--- src/rtl/fetch_pkg.sv ---
// Shared types and constants for the instruction-fetch front end.
package fetch_pkg;

  localparam int unsigned INSN_W = 32;
  localparam int unsigned ADDR_W = 32;
  localparam logic [ADDR_W-1:0] PC_STEP = ADDR_W'(4);

  typedef struct packed {
    logic [ADDR_W-1:0] pc;
    logic [INSN_W-1:0] insn;
  } fetch_entry_t;

  // Redirect targets and the reset PC are forced to word alignment.
  function automatic logic [ADDR_W-1:0] align_pc(input logic [ADDR_W-1:0] addr);
    return {addr[ADDR_W-1:2], 2'b00};
  endfunction

endpackage

--- src/rtl/fetch_fifo.sv ---
// Synchronous FIFO of fetch entries with push/pop/flush and an occupancy count.
// Head entry is read straight from registered storage.
module fetch_fifo
  import fetch_pkg::*;
#(
  parameter int unsigned DEPTH = 2,
  localparam int unsigned CNT_W = $clog2(DEPTH + 1)
) (
  input  logic               clk,
  input  logic               rst,
  input  logic               push,
  input  logic               pop,
  input  logic               flush,
  input  fetch_entry_t       wr_entry,
  output fetch_entry_t       head_entry,
  output logic [CNT_W-1:0]   count
);

  localparam int unsigned PTR_W = $clog2(DEPTH);

  fetch_entry_t             mem [DEPTH];
  logic [PTR_W-1:0]         head_ptr;
  logic [PTR_W-1:0]         tail_ptr;

  assign head_entry = mem[head_ptr];

  // Storage is cleared on reset so an empty head never reads as X.
  always_ff @(posedge clk) begin
    if (rst) begin
      head_ptr <= '0;
      tail_ptr <= '0;
      count    <= '0;
      for (int i = 0; i < int'(DEPTH); i++) begin
        mem[i] <= '0;
      end
    end else if (flush) begin
      head_ptr <= '0;
      tail_ptr <= '0;
      count    <= '0;
    end else begin
      if (push) begin
        mem[tail_ptr] <= wr_entry;
        tail_ptr      <= tail_ptr + PTR_W'(1);
      end
      if (pop) begin
        head_ptr <= head_ptr + PTR_W'(1);
      end
      case ({push, pop})
        2'b10:   count <= count + CNT_W'(1);
        2'b01:   count <= count - CNT_W'(1);
        default: count <= count;
      endcase
    end
  end

  a_count_bound: assert property (@(posedge clk) disable iff (rst) count <= CNT_W'(DEPTH));
  a_no_underflow: assert property (@(posedge clk) disable iff (rst || flush)
                                   !(pop && count == '0));
  a_no_overflow: assert property (@(posedge clk) disable iff (rst || flush)
                                  !(push && !pop && count == CNT_W'(DEPTH)));

endmodule

--- src/rtl/fetch_queue.sv ---
// Instruction-fetch front end: owns the fetch PC, drives the icache port and
// queues {pc, insn} pairs for decode. Optional same-cycle bypass: FETCH_BYPASS_EN.
module fetch_queue
  import fetch_pkg::*;
#(
  parameter logic [31:0] RESET_PC = 32'h0000_0000,
  parameter int unsigned DEPTH    = 2
) (
  input  logic              clk,
  input  logic              rst,
  output logic [ADDR_W-1:0] ic_rd_addr,
  output logic              ic_rd_req,
  input  logic              ic_rd_wait,
  input  logic [INSN_W-1:0] ic_rd_data,
  input  logic              jmp,
  input  logic [ADDR_W-1:0] jmppc,
  output logic              out_valid,
  input  logic              out_ready,
  output logic [INSN_W-1:0] out_insn,
  output logic [ADDR_W-1:0] out_pc
);

  localparam int unsigned CNT_W = $clog2(DEPTH + 1);

  logic [ADDR_W-1:0] pc;
  logic [CNT_W-1:0]  count;
  fetch_entry_t      head_entry;
  fetch_entry_t      wr_entry;
  logic              fifo_push;
  logic              fifo_pop;
  logic              fetch_ok;

  assign ic_rd_addr = pc;

  // Request/handshake decode. A full queue may still fetch when it pops this cycle.
  always_comb begin
    fifo_pop  = (count != '0) && out_ready;
    ic_rd_req = !rst && !jmp && ((count < CNT_W'(DEPTH)) || fifo_pop);
    fetch_ok  = ic_rd_req && !ic_rd_wait;
    wr_entry  = '{pc: pc, insn: ic_rd_data};
`ifdef FETCH_BYPASS_EN
    // Empty queue: a hit goes straight to decode and is only queued if not taken.
    if ((count == '0) && fetch_ok) begin
      out_valid = 1'b1;
      out_insn  = ic_rd_data;
      out_pc    = pc;
      fifo_push = !out_ready;
    end else begin
      out_valid = (count != '0);
      out_insn  = head_entry.insn;
      out_pc    = head_entry.pc;
      fifo_push = fetch_ok;
    end
`else
    out_valid = (count != '0);
    out_insn  = head_entry.insn;
    out_pc    = head_entry.pc;
    fifo_push = fetch_ok;
`endif
  end

  // PC holds through icache waits so the fill sees a stable address.
  always_ff @(posedge clk) begin
    if (rst) begin
      pc <= align_pc(RESET_PC);
    end else if (jmp) begin
      pc <= align_pc(jmppc);
    end else if (fetch_ok) begin
      pc <= pc + PC_STEP;
    end
  end

  fetch_fifo #(
    .DEPTH (DEPTH)
  ) u_fifo (
    .clk        (clk),
    .rst        (rst),
    .push       (fifo_push),
    .pop        (fifo_pop),
    .flush      (jmp),
    .wr_entry   (wr_entry),
    .head_entry (head_entry),
    .count      (count)
  );

endmodule

--- config.mk ---
export PLATFORM = sky130hd
export DESIGN_NAME = fetch_queue
export DESIGN_NICKNAME = d
export VERILOG_FILES = /design/src/rtl/fetch_pkg.sv /design/src/rtl/fetch_fifo.sv /design/src/rtl/fetch_queue.sv
export SDC_FILE = /design/constraint.sdc
export NUM_CORES = 1
export LEC_CHECK = 0
export CAP_MARGIN = 40
export CORE_MARGIN = 2
export CORE_UTILIZATION = 35
export CTS_CLUSTER_SIZE = 16
export DETAILED_ROUTE_END_ITERATION = 12
export PLACE_DENSITY = 0.59
export SLEW_MARGIN = 20
export SYNTH_ARGS = -nofsm -noshare
export SYNTH_HDL_FRONTEND = slang
export SYNTH_SLANG_ARGS = --single-unit
--- constraint.sdc ---
create_clock -name clk -period 6.64 [get_ports clk]
set_clock_uncertainty 0.15 [all_clocks]
set_input_delay 0.664 -clock clk [delete_from_list [all_inputs] [get_ports clk]]
set_output_delay 0.664 -clock clk [all_outputs]
set_load 0.1 [all_outputs]
==> results of run 1 <==
registers in the layout, summed over array words and instances (netlist names), named ones only:
signal	cells
u_fifo.tail_ptr	1
ic_rd_addr	30
u_fifo.mem	124
u_fifo.head_ptr	1
u_fifo.count	2
worst paths after layout:
check / from / to / slack [ps] / cells after the start
hold / removal: u_fifo.count[1]$_SDFFE_PP0P_ / u_fifo.count[1]$_SDFFE_PP0P_ / 370 / 2
setup reg to reg: u_fifo.count[1]$_SDFFE_PP0P_ / u_fifo.mem[1][42]$_SDFFCE_PN0P_ / 3790 / 7
hold reg to reg: u_fifo.count[1]$_SDFFE_PP0P_ / u_fifo.count[1]$_SDFFE_PP0P_ / 370 / 2
setup / recovery: rst / u_fifo.mem[1][42]$_SDFFCE_PN0P_ / 3180 / 8
cell families after synthesis:
| kind of cell | after synthesis | synth area share [%] |
|---|---|---|
| and+or+nand+nor | 243 | 19.5 |
| DFF | 159 | 60.1 |
| muxes | 66 | 10.1 |
| buffers and inverters | 52 | 2.97 |
| AOI/OAI and AO/OA | 43 | 3.67 |
| xor gates and xnor gates | 28 | 3.33 |
| adders and majority gates | 2 | 0.340 |
| other | 1 | 0.0509 |
power groups by stage:
stage / Clock, mW / Combinational, mW / Sequential [mW]
global route: 1.13 / 0.665 / 1.17
CTS: 1.10 / 0.646 / 1.16
finish: 1.08 / 0.642 / 1.16
detailed placement: 0 / 0.644 / 1.18
global placement: 0 / 0.501 / 1.18
floorplan: 0 / 0.283 / 1.26
synthesized netlist by cell type (4+ instances only):
| library cell | count |
|---|---|
| a211oi_1 | 10 |
| nand3_1 | 8 |
| and3_1 | 74 |
| xor2_1 | 21 |
| nand2_1 | 23 |
| nor2_1 | 26 |
| dfxtp_1 | 35 |
| and4_1 | 4 |
| o21ai_0 | 4 |
| o22ai_1 | 9 |
| clkbuf_1 | 35 |
| xnor2_1 | 7 |
| edfxtp_1 | 124 |
| buf_2 | 4 |
| a21oi_1 | 14 |
| buf_4 | 4 |
| nand4_1 | 20 |
| nor4_1 | 5 |
| and2_1 | 63 |
| nor3_1 | 4 |
| mux2_2 | 63 |
| inv_1 | 4 |
worst register-to-register path: cells and delay by family (launching register included):
| family | cells | cell delay [ps] |
|---|---|---|
| buf+inv | 3 | 1080 |
| flops | 1 | 330 |
| simple gates | 4 | 940 |
final cells by class:
cell class	instances	area [um2]
Clock buffer	22	474
Clock inverter	10	184
Fill cell	1693	9240
Inverter	5	18.8
Multi-Input combinational cell	386	2760
Sequential cell	159	4430
Tap cell	275	344
Timing Repair Buffer	264	3370
routing by layer:
metal / GRT usage [%] / share of wire, % / up-vias
li1: - / - / 2657
met3: 3.49 / 4.9 / 21
met5: 0 / 0 / -
met4: 6.38 / 1.9 / 0
met2: 30.9 / 50 / 182
met1: 23.8 / 44 / 2734
==> results.md, run 1 <==
* Final Cycle Share at 52.1%
* Total GRT Usage at 18.4%
* Routability cong. at 0.771
* Share of the synthesized area in the top cell type at 50.6%
* CTS Buffer Depth at 2
* Tot Pwr at 2.89 mW
* Unique masters post-synth at 44
* Switching power total at 0.821 mW
* Worst-Margin Slew at 820 ps
* Synth top area cells: edfxtp_1 (51%), mux2_2 (9.6%), dfxtp_1 (9.5%)
* Most common flop cell mapped by yosys: edfxtp_1
* Ant. Diodes at 0
* CP endpoint kind: flop
* Final core utilization at 55.6%
* Clk_lat worst skew at 420 ps
* Buf/Inv on CP at 4
* Setup-failing EPs final at 0
* First-pass GRT wire length at 31100 um
* Total length of routed wires at 20300 um
* Min Tclk post-route at 3460 ps
* Fin area at 11600 um2
* P&R area growth vs syn at 57.2%
* CTS sink count at 159
* Slew HR at 45.2%
* HP Class: reg2reg
* Initial antenna violation count at 0
* Cell Area, Placed at 10900 um2
* Wire per inst at 18.1 um
* CP top delay family: buffers and inverters
* Max Fclk at 0.289 GHz
* DRC Markers at 0
* Ports at 167
* Critical Path Start Type: primary input
* FFs w/ async S/R, synth at 0%
* Final worst slack at 3180 ps
* Die H at 149 um
* # hold bufs at CTS at 0
* Die X at 149 um
* Hold_ws at 368 ps
* Total negative slack at 0 ps
* Status: finished, final reports clean
* Grt total ovfl at 0
* Net switching fraction of the power at 28.4%
* Yosys top cell by area: edfxtp_1
* Starting density of the core at 35.4%
* Seq/Total Area, Yosys at 60.1%
* PortBufs at 160
* Synth warn at 0
* Max-slew violation count at 0
* Num rows at 53
* Max FO, Critical Path at 70
* Resized cells post-CTS at 0
* Vias at 5594
* DR iter-0 viols at 366
* Iteration count of the initial detailed-routing pass at 4
* Max cap viols at 0
* CP required at 6590 ps
* P_leak at 4.58 nW
* Layout cells sized above 1 at 24.8%
* CTS tree: yes
* Leading cell types in the layout, fill and taps excluded: clkdlybuf4s50_1 (160), edfxtp_1 (124), buf_8 (77)
* Flops & latches, synth at 159
* RSZ-0062 raised after global routing: false
* Synth Cell Area at 7370 um2
* Clock share of power at 37.5%
* Vias per cell at 4.99
* Sequential share of power at 40.2%
* Post CTS Setup Buffer Count at 0
* Crit path cell chain: clkdlybuf4s50_1 -> buf_4 -> or2_1 -> nor3_4 -> buf_4 -> nand2_1 -> nand2_4 -> buf_12
* Internal at 2.07 mW
* Critical path class: in2reg
* Most common cell on crit path: buf_4
* Layout net count at 904
* Critical Path Max Stage Delay at 600 ps
* Clk root buf: clkbuf_16
* Cell Pwr Density at 249 nW/um2
* Placeable Area at 20800 um2
* Final hold violations at 0
* Syn_area_per_cell at 12.4 um2
* Max VDD drop at 0.156 mV
* H-Tree Level Count at 4
* DP Wirelength at 13400 um
* Placed instance count at 1088
* Largest net degree at the start of global routing at 71
* Mapped Cells at 594
* Detail Route Antenna Nets at 0
* Crit-path slowest cell: buf_4
* Clock-pin slew on the worst setup and hold paths at 60 ps
* Most common cell after layout, fill and taps aside: clkdlybuf4s50_1
* DIE AREA at 22200 um2
* Comb pwr share at 22.2%
* Post-synth EDFFs at 124
* Setup slack at placement at 2290 ps
* Vias in the first global route at 5709
* Finished Layout Cells at 1121
* CTS buffer count at 17
* WP data arrival at 3410 ps
(Power assumes the default switching activity.)
==> run 2, diff against run 1 <==
--- a/config.mk
+++ b/config.mk
@@ -10,7 +10,7 @@
 export CORE_UTILIZATION = 35
 export CTS_CLUSTER_SIZE = 16
 export DETAILED_ROUTE_END_ITERATION = 12
-export PLACE_DENSITY = 0.59
+export PLACE_DENSITY = 0.57
 export SLEW_MARGIN = 20
 export SYNTH_ARGS = -nofsm -noshare
 export SYNTH_HDL_FRONTEND = slang
==> constraint.sdc (replaced) <==
create_clock -name clk -period 3.22 [get_ports clk]
set_clock_uncertainty 0.15 [all_clocks]
set_input_delay 0.322 -clock clk [delete_from_list [all_inputs] [get_ports clk]]
set_output_delay 0.322 -clock clk [all_outputs]
set_load 0.1 [all_outputs]
==> results.md, run 2 (synthesis gave the netlist of run 1 again) <==
* Ports at 167
* P_leak at 3.92 nW
* Critical path class: in2reg
* Hold depth at 3
* PortBufs at 160
* Largest net degree at the start of global routing at 52
* DR iter-0 viols at 259
* Vias in the first global route at 5381
* Final Cycle Share at 72.8%
* CP endpoint kind: flop
* Post CTS Setup Buffer Count at 0
* Total area of sequential cells at 4430 um2
* Final core utilization at 46.5%
* Crit path cell chain: clkdlybuf4s50_1 -> or2_1 -> nor3_4 -> buf_4 -> nand3_1 -> or3b_1 -> a31oi_1
* Starting density of the core at 35.4%
* Wire per inst at 18.7 um
* Vias per cell at 5.04
* Total negative slack at 0 ps
* Num rows at 53
* Top reg by flops: u_fifo.mem
* Max cap viols at 0
* Layout net count at 817
* Final hold violations at 0
* Die X at 149 um
* Placeable Area at 20800 um2
* CP required at 3420 ps
* RSZ-0062 raised after global routing: false
* Max-slew violation count at 0
* Placed instance count at 1002
* Area of the multi-input gates at 2760 um2
* Total GRT Usage at 17.9%
* Iteration count of the initial detailed-routing pass at 5
* Status: finished, final reports clean
* CTS Buffer Depth at 2
* Max Fclk at 0.426 GHz
* R2R depth at 4
* Worst-Margin Slew at 698 ps
* Vias at 5216
* Fillers at 1938
* Total length of routed wires at 19300 um
* Crit-path slowest cell: buf_4
* Max reg flops at 124
* Layout cells sized above 1 at 28.5%
* Setup-failing EPs final at 0
* CTS tree: yes
* Max VDD drop at 0.353 mV
* Slew HR at 53.4%
* CTS buffer count at 17
* Cell Pwr Density at 548 nW/um2
* Setup slack at placement at 383 ps
* Routability cong. at 0.789
* CTS sink count at 159
* Critical Path Start Type: primary input
* Resized cells post-CTS at 0
* Most common cell after layout, fill and taps aside: edfxtp_1
* DRC Markers at 0
* Leading cell types in the layout, fill and taps excluded: edfxtp_1 (124), buf_4 (104), and3_1 (74)
* Hold_ws at 326 ps
* Initial antenna violation count at 0
* HP Class: in2reg
* Max FO, Critical Path at 51
* Die H at 149 um
* P&R area growth vs syn at 31.5%
* Detail Route Antenna Nets at 0
* Min Tclk post-route at 2350 ps
* Finished Layout Cells at 1035
* Critical Path Max Stage Delay at 510 ps
* DIE AREA at 22200 um2
* Clock-pin slew on the worst setup and hold paths at 70 ps
* First-pass GRT wire length at 30000 um
* Clk_lat worst skew at 430 ps
* # hold bufs at CTS at 0
* WP data arrival at 2550 ps
* Final worst slack at 874 ps
* Grt total ovfl at 0
* Clk root buf: clkbuf_16
* DP Wirelength at 12900 um
* H-Tree Level Count at 4
-- run 2: cell count changes in the layout (fill, tap and decap cells not counted), moves of 3 or more --
cell	delta
buf_4	+98
clkdlybuf4s50_1	-94
buf_8	-77
buf_16	-19
buf_12	+5
bufinv_16	-4
clkinvlp_4	+4
clkbuf_8	-3
-- run 2: area by class of cell --
cell class | instances | share of cell area [%]
antenna | 1 | 0.0258
tap | 275 | 3.55
timing repair buffer | 177 | 16.4
clock buffer | 19 | 4.47
inverter | 5 | 0.194
sequential | 159 | 45.7
clock inverter | 13 | 1.19
multi-input combinational | 386 | 28.5
-- run 2: worst paths after layout --
check             slack [ps]                          from                              end
setup / recovery         870                           rst      ic_rd_addr[18]$_SDFFE_PP0P_
hold / removal           330                      jmppc[7]       ic_rd_addr[7]$_SDFFE_PP0P_
setup reg to reg         990  u_fifo.tail_ptr$_SDFFE_PP0P_  u_fifo.mem[0][29]$_SDFFCE_PN0P_
hold reg to reg          370  u_fifo.count[1]$_SDFFE_PP0P_     u_fifo.count[1]$_SDFFE_PP0P_
-- run 2: power by group --
part | switching [mW] | internal [mW]
Sequential | 0.0781 | 2.31
Combinational | 0.760 | 0.269
Clock | 0.829 | 1.06
Total | 1.67 | 3.64
-- run 2: routing by layer --
layer	global-route usage, %	part of all wire (%)	routed length [um]	up-vias
met5	0	0	0	-
met4	6.62	2.1	415	0
met3	3.73	5.8	1130	28
met2	29.2	48	9270	175
met1	23.4	44	8500	2534
li1	-	-	-	2479
-- run 2: through the flow --
step                area (um2)  power, mW
floorplan                 7390       3.17
global placement          9110       3.46
detailed placement        9140       3.47
CTS                       9690       5.36
global route              9690       5.48
finish                    9690       5.31
-- run 2: critical path: cells and delay by family --
family                 cells  cell delay (ps)
and+or+nand+nor            4             1110
AOI/OAI and AO/OA          1              160
buffers and inverters      2              930
